## src/rtl/video_fill_arbiter.sv

```systemverilog
// video_fill_arbiter: owns the video RAM write port, giving CPU pixel writes priority over a row-major rectangle-fill engine.
// Ports: clk/rst_n (async active-low); cpu_req/cpu_col/cpu_row/cpu_color single-pixel CPU write;
// fill_start/x0/x1/y0/y1/fill_color rectangle fill request; vblank gates the fill when VIDEO_FILL_VBLANK_GATE_EN is defined;
// write_enable/write_address({col,row})/data_in registered RAM write; fill_busy/fill_done/fill_err status.
module video_fill_arbiter #(
  parameter int COLS    = 60,
  parameter int ROWS    = 40,
  parameter int COL_W   = 6,
  parameter int ROW_W   = 6,
  parameter int COLOR_W = 3
) (
  input  logic                   clk,
  input  logic                   rst_n,
  input  logic                   cpu_req,
  input  logic [COL_W-1:0]       cpu_col,
  input  logic [ROW_W-1:0]       cpu_row,
  input  logic [COLOR_W-1:0]     cpu_color,
  input  logic                   fill_start,
  input  logic [COL_W-1:0]       x0,
  input  logic [COL_W-1:0]       x1,
  input  logic [ROW_W-1:0]       y0,
  input  logic [ROW_W-1:0]       y1,
  input  logic [COLOR_W-1:0]     fill_color,
  input  logic                   vblank,
  output logic                   write_enable,
  output logic [COL_W+ROW_W-1:0] write_address,
  output logic [COLOR_W-1:0]     data_in,
  output logic                   fill_busy,
  output logic                   fill_done,
  output logic                   fill_err
);
  typedef enum logic [1:0] {IDLE, FILL, DONE} state_t;
  state_t state;
  logic [COL_W-1:0] cx, lx0, lx1;
  logic [ROW_W-1:0] cy, ly1;
  logic [COLOR_W-1:0] color;
  logic adv, valid;
  assign valid = x0 <= x1 && y0 <= y1 && {1'b0, x1} < (COL_W+1)'(COLS) && {1'b0, y1} < (ROW_W+1)'(ROWS);
`ifdef VIDEO_FILL_VBLANK_GATE_EN
  assign adv = !cpu_req && vblank;
`else
  logic unused_vblank;
  assign unused_vblank = vblank;
  assign adv = !cpu_req;
`endif
  always_ff @(posedge clk or negedge rst_n) begin
    if (!rst_n) begin
      state         <= IDLE;
      cx            <= '0;
      cy            <= '0;
      lx0           <= '0;
      lx1           <= '0;
      ly1           <= '0;
      color         <= '0;
      write_enable  <= 1'b0;
      write_address <= '0;
      data_in       <= '0;
      fill_busy     <= 1'b0;
      fill_done     <= 1'b0;
      fill_err      <= 1'b0;
    end else begin
      write_enable  <= cpu_req || (state == FILL && adv);
      write_address <= cpu_req ? {cpu_col, cpu_row} : {cx, cy};
      data_in       <= cpu_req ? cpu_color : color;
      fill_done     <= state == DONE;
      fill_err      <= state == IDLE && fill_start && !valid;
      case (state)
        IDLE: if (fill_start && valid) begin
          lx0       <= x0;
          lx1       <= x1;
          ly1       <= y1;
          color     <= fill_color;
          cx        <= x0;
          cy        <= y0;
          state     <= FILL;
          fill_busy <= 1'b1;
        end
        FILL: if (adv) begin
          if (cx < lx1) cx <= cx + 1'b1;
          else if (cy < ly1) begin
            cx <= lx0;
            cy <= cy + 1'b1;
          end else begin
            state     <= DONE;
            fill_busy <= 1'b0;
          end
        end
        default: state <= IDLE;
      endcase
    end
  end
endmodule

```

## config.mk

```make
export PLATFORM = sky130hd
export DESIGN_NAME = video_fill_arbiter
export DESIGN_NICKNAME = d
export VERILOG_FILES = /design/src/rtl/video_fill_arbiter.sv
export SDC_FILE = /design/constraint.sdc
export NUM_CORES = 1
export LEC_CHECK = 0
export CORE_MARGIN = 1
export CORE_UTILIZATION = 50
export CTS_CLUSTER_SIZE = 8
export DETAILED_ROUTE_END_ITERATION = 10
export GPL_TIMING_DRIVEN = 0
export PLACE_DENSITY = 0.86
export SYNTH_ARGS = -nofsm -noshare
export SYNTH_HDL_FRONTEND = slang
export SYNTH_SLANG_ARGS = --single-unit
```

## constraint.sdc

```tcl
create_clock -name clk -period 4 [get_ports clk]
set_clock_uncertainty 0.1 [all_clocks]
set_input_delay 1.2 -clock clk [delete_from_list [all_inputs] [get_ports clk]]
set_output_delay 1.2 -clock clk [all_outputs]
set_load 0.02 [all_outputs]
```

# == Yosys cells after proc, flatten, opt, wreduce, memory -nomap -nowiden ==
# Index checks and enable logic that the tools add are counted.
# word_totals
register_bits,54
inputBits,47
elab_cells,68
# op_classes
addsub,2
order_cmp,6
n_eq_ne,8
n_mux,22
n_reduce_logical,17
# op_table
op,n
2-to-1 mux 6 bit,8
one-hot mux 6 bit (2 select lines),2
adder 6 x 1 -> 6 bit (second input constant),2
less-or-equal comparator 6 bit,2
< comparator 6 bit,2
< comparator 6 bit (second input constant),2
2-to-1 mux 12 bit,1
AND reduction 5 bit,2
2-to-1 mux 2 bit,4
AND reduction 4 bit,2
logical AND 1 bit,7
!= test 2 bit (second input constant),3
2-to-1 mux 1 bit,4
!= test 2 x 1 -> 1 bit (second input constant),2
one-hot mux 2 bit (2 select lines),1
2-to-1 mux 3 bit,1
!= test 3 x 1 -> 1 bit (second input constant),1
== test 2 x 1 -> 1 bit (second input constant),1
== test 2 bit (second input constant),1
logical NOT 1 bit,2
logical NOT 2 bit,1
one-hot mux 1 bit (2 select lines),1
AND reduction 2 bit,1
nonzero test 2 bit,1
logical OR 1 bit,1

# == Depth between registers and ports, before layout ==
# Gate-level depths: netlist of the first run.
# depth
word_depth,7
ltp_mapped,10

# == Least setup slack after synthesis of the first run ==
# Ideal clock, no wire load.
# synth_timing
path_kind,input -> register
startpoint,in y1[3]
endpoint,reg color[2]
arrival_time_ns,2.984
required_time_ns,3.775
slack_ns,0.791
cell_stages,9
n_path_buf,2
cell_sequence,inv_1 ha_1 a21o_1 a21oi_1 o211ai_1 nor4b_4 buf_6 buf_6 mux2_2
# synth_between
elab_chain_len,6
elab_cells_between_ends,7
cone_classes,order compare (2); reduce/logical (5)
# synth_lines
item,line_no,rtl
start: declaration,22,"input logic [ROW_W-1:0] y1,"
less-or-equal comparator 6 bit,38,"assign valid = x0 <= x1 && y0 <= y1 && {1'b0, x1} < (COL_W+1)'(COLS) && {1'b0, y1} < (ROW_W+1)'(ROWS);"
logical AND 1 bit (2 in series),38,
logical AND 1 bit *,38,
logical AND 1 bit *,68,IDLE: if (fill_start && valid) begin
AND reduction 2 bit (no line) *,n/a,
end signal: assignment,72,color <= fill_color;
end: declaration,36,logic [COLOR_W-1:0] color;
# Mark *: on every way between the ends. The rest lies on a longest branch, timed or not.
# A chain may end at the register's enable or synchronous reset.

# == Worst setup path after layout of the first run ==
# layout_timing
startpoint,in y1[3]
endpoint,reg lx0[5]
# layout_between
elab_chain_len,6
elab_cells_between_ends,7
cone_classes,order compare (2); reduce/logical (5)
# layout_lines
item,line_no,rtl
less-or-equal comparator 6 bit,38,
logical AND 1 bit (2 in series),38,
logical AND 1 bit *,38,
logical AND 1 bit *,68,
AND reduction 2 bit (no line) *,n/a,
end signal: assignment,51,lx0 <= '0;
end signal: assignment,69,lx0 <= x0;
end: declaration,34,"logic [COL_W-1:0] cx, lx0, lx1;"
# Marks and branches as above.

==> run metrics, run 1 <==
outcome=complete, no violations; final critical-path share of the clock period=91.2%; startpoint types=input pin; Die Width=about 80 um; Post-synth ARST share=100%; DR iter-0 viols=about 120; Syn-to-layout area delta=28.8%; CP Data Required Time=just over 4 ns; CP Max Fanout=10; worst path cell trace=clkdlybuf4s50_1 -> inv_1 -> ha_1 -> a21o_1 -> a21oi_1 -> o211ai_1 -> nor4b_4 -> buf_6 -> buf_6 -> mux2_2; hold_buf cts=0; htree depth=2; crit path DAT=approximately 3.8 ns; HPWL Detailed=5.01 mm; unrepaired setup endpoints after global routing=false; die height=78.5 um; CP max stage delay=between 0.5 and 0.6 ns; Ant. Diodes=0; fmax=about 0.27 GHz; CP max stage cell=clkdlybuf4s50_1; final setup fails=0; first-pass GRT wire length=between 10 and 15 mm; number of synthesized flops with an enable pin=0; worst hold slack=roughly 0.39 ns; Syn Area/Cell=~11 um2; gr ovfl total=0; Die ar.=6160 um2; Peak VDD IR=slightly below 400 uV; count of cell types in the netlist=38; post-route ant nets=0; crit-path most repeated cell=buf_6; cts bufs inserted=5; DR vias/cell=5.50; Setup Fix Bufs, Post-CTS=0; final net count=between 400 and 500; Synth Warn #=0; CTS tree=done; Syn Nets=around 350; final WL=roughly 6.5 mm; DRC viols=0; Fin. Hold Viols=0; Port Buf Inserts=64; flops & latches, synth=between 50 and 60; Syn Inst Count=between 200 and 300; pin count of the biggest net entering global routing=32; GRT Resource Usage Total=a little under a quarter; Boundary Pins=66; Num Clock Sinks=54; sequential cell area fraction in the yosys report=between 40% and 50%; core region area=5570 um2; final instance area=3760 um2; layout cells sized above 1=~14%; Placed Area=around 3700 um2; slew margin rel.=47.6%; Synth area leaders=dfrtp_1, mux2_2, ha_1; Period minus WS final=approximately 3.6 ns; WL/cell=~16 um; Netlist Area Pre-Place=2920 um2; pwr dens=approximately 650 nW/um2; top post-synthesis cells by count=dfrtp_1, mux2_2, inv_1, nand2_1, ha_1; clk_lat worst skew=roughly 0.31 ns; clk slew on worst S/H paths=approximately 0.090 ns; number of global-route vias before repair=between 2000 and 2500; area fraction of the dominant cell type after synthesis=between 40 and 50%; Worst Max-Slew Pin Slew=between 0.7 and 0.8 ns; Rows=27; cell family contributing the most delay on the critical path=buffers and inverters; max capacitance violation total=0; Synth Flop Type=dfrtp_1; Vias=approximately 2300; Final Util=roughly two thirds; Root Buffer=clkbuf_8; max-slew violation count=0; nature of the critical path endpoint=flop; Setup Crit Path Kind=in -> reg; Min-Delay Path Class=reg -> reg; clock buffer depth=2; Leakage=about 1.7 nW; Final GP Congestion=between 0.8 and 0.9; count leader, synth=dfrtp_1; CTS resizes=0; Setup TNS Final=0 ns; initial core utilization=a little over half; Yosys top cell by area=dfrtp_1; TritonRoute pass-1 iters=4; initial antenna violation count=0; CP Buf/Inv Count=4
cells by family after synthesis:
family	after synthesis	share of synthesized area, %
buf+inv	35	5.05
simple gates	64	10.7
compound gates	56	12.5
fa+ha+maj	24	10.3
mux	37	14.0
flops	54	46.2
xor+xnor	4	1.20
layer usage:
metal	track usage, %	part of all wire (%)	vias to the layer above
met5	0	0	-
met4	8.70	2.3	0
met3	5.23	6.3	12
met2	37.6	49	80
met1	30.3	43	1106
li1	-	-	1106
final timing paths:
check | from | to | slack (ns) | depth (start not counted)
worst max-delay path | y1[3] | lx0[5] | 0.35 | 10
worst min-delay path | state[0] | fill_done | 0.39 | 1
worst max register to register | cx[2] | cx[5] | 1.25 | 7
worst min register to register | state[0] | fill_done | 0.39 | 1
max in group asynchronous | rst_n | write_address[7] | 2.48 | 2
min in group asynchronous | rst_n | state[1] | 0.78 | 1
cell usage in the layout (no fill, tap or decap), types with 10 or more instances in the layout:
| master | synthesis | routed |
|---|---|---|
| nor2_1 | 12 | 12 |
| dfrtp_1 | 54 | 54 |
| mux2_2 | 30 | 30 |
| a21oi_1 | 10 | 10 |
| ha_1 | 24 | 24 |
| o21ai_0 | 21 | 21 |
| inv_1 | 25 | 25 |
| nand2_1 | 25 | 25 |
| clkdlybuf4s50_1 | 0 | 63 |
sequential cells by signal (all words and copies together) (netlist names):
| name | flops |
|---|---|
| write_address | 12 |
| ly1 | 6 |
| fill_busy | 1 |
| lx1 | 6 |
| state | 2 |
| write_enable | 1 |
| fill_err | 1 |
| cy | 6 |
| data_in | 3 |
| color | 3 |
| cx | 6 |
| fill_done | 1 |
| lx0 | 6 |
stage by stage:
step | worst slack (ns) | instances | power [mW]
4_1_cts | 0.354 | 419 | 2.43
5_1_grt | 0.242 | 419 | 2.62
3_5_place_dp | 0.0458 | 411 | 2.12
6_report | 0.351 | 419 | 2.43
3_3_place_gp | 0.0206 | 410 | 2.06
2_1_floorplan | 0.791 | 274 | 1.72
area by class of cell:
cell class | count | area (um2)
clock buffer | 6 | 82.6
fill | 429 | 1810
sequential | 54 | 1350
inverter | 25 | 93.8
clock inverter | 2 | 12.5
tap | 72 | 90.1
buffer | 10 | 53.8
multi-input combinational | 185 | 1420
timing repair buffer | 65 | 656
power by group:
group,switching (mW),internal (mW)
logic,0.602,0.588
clock network,0.174,0.139
registers,0.156,0.771
(Power assumes the default switching activity.)
==> run 2, diff against run 1 <==
--- a/config.mk
+++ b/config.mk
@@ -5,7 +5,7 @@
 export SDC_FILE = /design/constraint.sdc
 export NUM_CORES = 1
 export LEC_CHECK = 0
-export CORE_MARGIN = 1
+export CORE_MARGIN = 2
 export CORE_UTILIZATION = 50
 export CTS_CLUSTER_SIZE = 8
 export DETAILED_ROUTE_END_ITERATION = 10
==> run 2 against run 1 <==
Effect of this change: die area up 5.2%; sequential power about the same; critical path depth unchanged; critical path type unchanged; critical endpoint is now ly1[0].
==> run metrics, run 2 (synthesis gave the netlist of run 1 again) <==
outcome=complete, no violations; Worst Max-Slew Pin Slew=0.783 ns; initial antenna violation count=0; Leakage=1.73 nW; unrepaired setup endpoints after global routing=false; pre-CTS setup slack=~0.032 ns; post-route ant nets=0; final critical-path share of the clock period=slightly above 90%; CP max stage cell=clkdlybuf4s50_1; final WL=~6.8 mm; number of global-route vias before repair=roughly 2300; TritonRoute pass-1 iters=4; Clk pwr share=approximately an eighth; dpl cells=between 400 and 500; DR iter-0 viols=between 100 and 150; core region area=between 5000 and 6000 um2; Fin. Hold Viols=0; final instance area=around 3700 um2; setup ws final=~0.32 ns; number of fill cells=roughly 400; Setup TNS Final=0 ns; Rows=27; Syn-to-layout area delta=28.2%; final net count=between 400 and 500; reg2reg setup slack=~1.2 ns; CTS resizes=0; max capacitance violation total=0; worst hold slack=~0.39 ns; HPWL Detailed=slightly above 5 mm; nature of the critical path endpoint=flop; Final GP Congestion=0.827; CP Data Required Time=between 4 and 5 ns; Final Util=between 60% and 70%; cts bufs inserted=5; fmax=between 0.2 and 0.3 GHz; Min-Delay Path Class=reg -> reg; pin count of the biggest net entering global routing=30; clk_lat worst skew=about 0.30 ns; CTS tree=done; CP max stage delay=~0.53 ns; pwr dens=647 nW/um2; Die ar.=~6500 um2; worst path cell trace=clkdlybuf4s50_1 -> inv_1 -> ha_1 -> a21o_1 -> a21oi_1 -> o211ai_1 -> nor4b_4 -> buf_6 -> buf_6 -> mux2_2; gr ovfl total=0; startpoint types=input pin; Setup Crit Path Kind=in -> reg; max-slew violation count=0; crit-path most repeated cell=buf_6; clock buffer depth=2; Num Clock Sinks=54; Period minus WS final=~3.7 ns; Design Power=between 2 and 2.5 mW; max reg flops=12; commonest cells after routing, fill and taps aside=clkdlybuf4s50_1, dfrtp_1, mux2_2; Vias=roughly 2300; commonest non-fill, non-tap cell in the layout=clkdlybuf4s50_1; internal power=approximately 1.5 mW; Switching Share=between 30% and 40%; CP Max Fanout=10; clk slew on worst S/H paths=~0.090 ns; Ant. Diodes=0; Net Switching=roughly 0.94 mW; GRT Resource Usage Total=between 20 and 25%; slew margin rel.=between 40% and 50%; crit path DAT=3.77 ns; sequential share of power=between 30% and 40%; Final Instance Count excl. Fillers=418; Comb pwr share=50.0%; layout cells sized above 1=13.3%; Root Buffer=clkbuf_8; die height=between 80 and 90 um; Setup Fix Bufs, Post-CTS=0; Boundary Pins=66; Peak VDD IR=approximately 330 uV; DRC viols=0; DR vias/cell=5.61; final setup fails=0; hold_buf cts=0; initial core utilization=between 50% and 60%; first-pass GRT wire length=between 10 and 15 mm; Port Buf Inserts=64; Placed Area=3670 um2; largest register by flop count=write_address; htree depth=2; WL/cell=around 16 um; Die Width=roughly 80 um
[run 2: cell count changes in the layout (fill, tap and decap cells not counted)]
cell / delta
clkbuf_8: -1
clkinvlp_4: -1
clkinv_2: +1
[run 2: path summary, 6_finish.rpt]
| kind | startpoint | cells after the start | to |
|---|---|---|---|
| worst max-delay path | y1[3] | 10 | ly1[0] |
| max in group asynchronous | rst_n | 2 | lx1[3] |
| worst min register to register | state[0] | 1 | fill_done |
| worst min-delay path | state[0] | 1 | fill_done |
| worst max register to register | cx[2] | 7 | cx[2] |
| min in group asynchronous | rst_n | 1 | data_in[1] |
[run 2: critical path: cells and delay by family]
| kind | cells | cell delay (ns) |
|---|---|---|
| multiplexers | 1 | 0.34 |
| adder cells (fa/ha/maj) | 1 | 0.31 |
| buffers and inverters | 4 | 0.97 |
| AO/OA/AOI/OAI | 3 | 0.51 |
| AND/OR/NAND/NOR | 1 | 0.43 |
[run 2: layer usage]
metal	up-vias	wire length (um)	global-route usage [%]	part of all wire, %
met4	0	102	6.61	1.5
met2	71	3380	37.8	50
met5	-	0	0	0
li1	1099	-	-	-
met3	9	348	3.82	5.1
met1	1166	2970	30.9	44
[run 2: final cells by class]
cell class,instances,area [um2],area share [%]
buffer,10,53.8,1.44
clock buffer,5,68.8,1.84
tap,72,90.1,2.40
multi-input combinational,185,1420,38.0
timing repair buffer,65,656,17.5
sequential,54,1350,36.1
clock inverter,2,10.0,0.267
inverter,25,93.8,2.50
[run 2: power by group through the flow]
stage / clock [mW] / combinational (mW) / sequential, mW
floorplan: 0 / 0.758 / 0.964
global placement: 0 / 1.13 / 0.923
detailed placement: 0 / 1.20 / 0.935
CTS: 0.293 / 1.21 / 0.923
global route: 0.325 / 1.34 / 0.953
finish: 0.287 / 1.21 / 0.926
==> run 3, diff against run 2 <==
--- a/config.mk
+++ b/config.mk
@@ -6,11 +6,11 @@
 export NUM_CORES = 1
 export LEC_CHECK = 0
 export CORE_MARGIN = 2
-export CORE_UTILIZATION = 50
+export CORE_UTILIZATION = 45
 export CTS_CLUSTER_SIZE = 8
 export DETAILED_ROUTE_END_ITERATION = 10
 export GPL_TIMING_DRIVEN = 0
-export PLACE_DENSITY = 0.86
+export PLACE_DENSITY = 0.8
 export SYNTH_ARGS = -nofsm -noshare
 export SYNTH_HDL_FRONTEND = slang
 export SYNTH_SLANG_ARGS = --single-unit
==> run 3 against run 2 <==
Effect of this change: clock power increased by 27%; total power up 2.5%; count of clock-buffer cells in the layout unchanged; global-route usage is 3.1 points lower; fmax is 0.69% lower; critical path depth is the same; utilization shrank 7.3 points; sequential share of layout area decreased by 0.35 points; die area increased by 11%; largest cell class unchanged; highest routed layer unchanged.
==> run metrics, run 3 (synthesis gave the netlist of run 1 again) <==
Final GP Congestion=about 0.85; GRT Resource Usage Total=about 20%; number of fill cells=about 540; clock buffer depth=2; DRC viols=0; CTS resizes=0; layout cells sized above 1=between 10 and 15%; gr ovfl total=0; CP startpoint=y1[3]; Ant. Diodes=0; Root Buffer=clkbuf_8; setup ws final=approximately 0.3 ns; CP Max Fanout=10; Worst setup endpoint=ly1[0]; clk_lat worst skew=slightly above 0.3 ns; internal power=1.54 mW; Worst Max-Slew Pin Slew=0.771 ns; sequential share of power=37.5%; CTS tree=done; area of the multi-input gates=1420 um2; largest register by flop count=write_address; htree depth=2; initial antenna violation count=0; Reg2Reg Launch Point=cx[2]; CP Data Required Time=between 4 and 5 ns; R2R depth=7; Net Switching=0.941 mW; Port Buf Inserts=64; clk slew on worst S/H paths=around 0.09 ns; final net count=~420; worst hold slack=0.381 ns; startpoint types=input pin; nature of the critical path endpoint=flop; commonest non-fill, non-tap cell in the layout=clkdlybuf4s50_1; max capacitance violation total=0; die height=around 85 um; Clk pwr share=14.7%; Setup Fix Bufs, Post-CTS=0; outcome=complete, no violations; hold path startpoint=state[0]; HPWL Detailed=roughly 5 mm; max-slew violation count=0; R2R Path End=cx[1]; slew margin rel.=48.6%; Final Instance Count excl. Fillers=roughly 420; Leakage=between 1.5 and 2 nW; number of global-route vias before repair=2319; initial core utilization=a little under half; crit path DAT=~3.8 ns; unrepaired setup endpoints after global routing=false; WL/cell=approximately 16 um; DR iter-0 viols=129; Comb pwr share=between 40% and 50%; DR vias/cell=approximately 5.5; Boundary Pins=66; Period minus WS final=3.70 ns; final WL=~6.7 mm; max reg flops=12; Die Width=84.6 um; Syn-to-layout area delta=29.5%; pre-CTS setup slack=-0.0225 ns; Die ar.=7160 um2; first-pass GRT wire length=approximately 11 mm; reg2reg setup slack=between 1 and 1.5 ns; post-route ant nets=0; Num Clock Sinks=54; TritonRoute pass-1 iters=4; hold_buf cts=0; commonest cells after routing, fill and taps aside=clkdlybuf4s50_1, dfrtp_1, mux2_2; Setup TNS Final=0 ns; dpl cells=roughly 420; fmax=approximately 0.27 GHz; Register Area=between 1000 and 1500 um2; cts bufs inserted=5; Setup Crit Path Kind=in -> reg; Fin. Hold Viols=0; Peak VDD IR=366 uV; Final Util=roughly 60%; core region area=~6300 um2; final setup fails=0; pwr dens=657 nW/um2; pin count of the biggest net entering global routing=31; final critical-path share of the clock period=92.6%; Switching Share=a little under two fifths; Rows=29; Min-Delay Path Class=reg -> reg; Vias=2313
## run 3: cell count changes in the layout (fill, tap and decap cells not counted), sizes merged
cell	delta
bufinv	+1
## run 3: critical path: stages
cell and delay [ns]:
clkdlybuf4s50_1 0.52, inv_1 0.06, ha_1 0.31, a21o_1 0.19, a21oi_1 0.17, o211ai_1 0.20
nor4b_4 0.43, buf_6 0.22, buf_6 0.17, mux2_2 0.34
## run 3: final cells by class
type	count	area share (%)
repair buffers	65	17.3
multi-input cells	185	37.6
clock buffers	5	1.82
flip-flops and latches	54	35.7
plain buffers	10	1.42
well taps	77	2.55
clock inverters	3	1.06
inverters	25	2.48
## run 3: metal layers
layer / part of all wire (%) / routed length [um] / global-route usage, % / up-vias
li1: - / - / - / 1101
met1: 46 / 3040 / 26.8 / 1130
met2: 48 / 3230 / 32.1 / 68
met3: 4.0 / 270 / 4.03 / 14
met4: 2.1 / 142 / 6.20 / 0
met5: 0 / 0 / 0 / -
## run 3: power by group through the flow
stage          Clock (mW)  Sequential, mW  Combinational, mW
2_1_floorplan           0           0.964              0.758
3_3_place_gp            0           0.925               1.13
3_5_place_dp            0           0.938               1.18
4_1_cts             0.370           0.927               1.18
5_1_grt             0.394           0.958               1.31
6_report            0.365           0.931               1.19
## run 3: worst min path at each step
stage	cells past startpoint	endpoint
2_1_floorplan	1	fill_done
3_3_place_gp	1	fill_done
3_5_place_dp	1	fill_done
4_1_cts	1	fill_done
5_1_grt	1	ly1[0]
6_report	1	fill_done
## run 3: metrics by stage
step | total power, mW | cell area, um2
detailed placement | 2.11 | 3670
global placement | 2.06 | 3660
global route | 2.66 | 3780
floorplan | 1.72 | 2920
finish | 2.48 | 3780
CTS | 2.48 | 3780
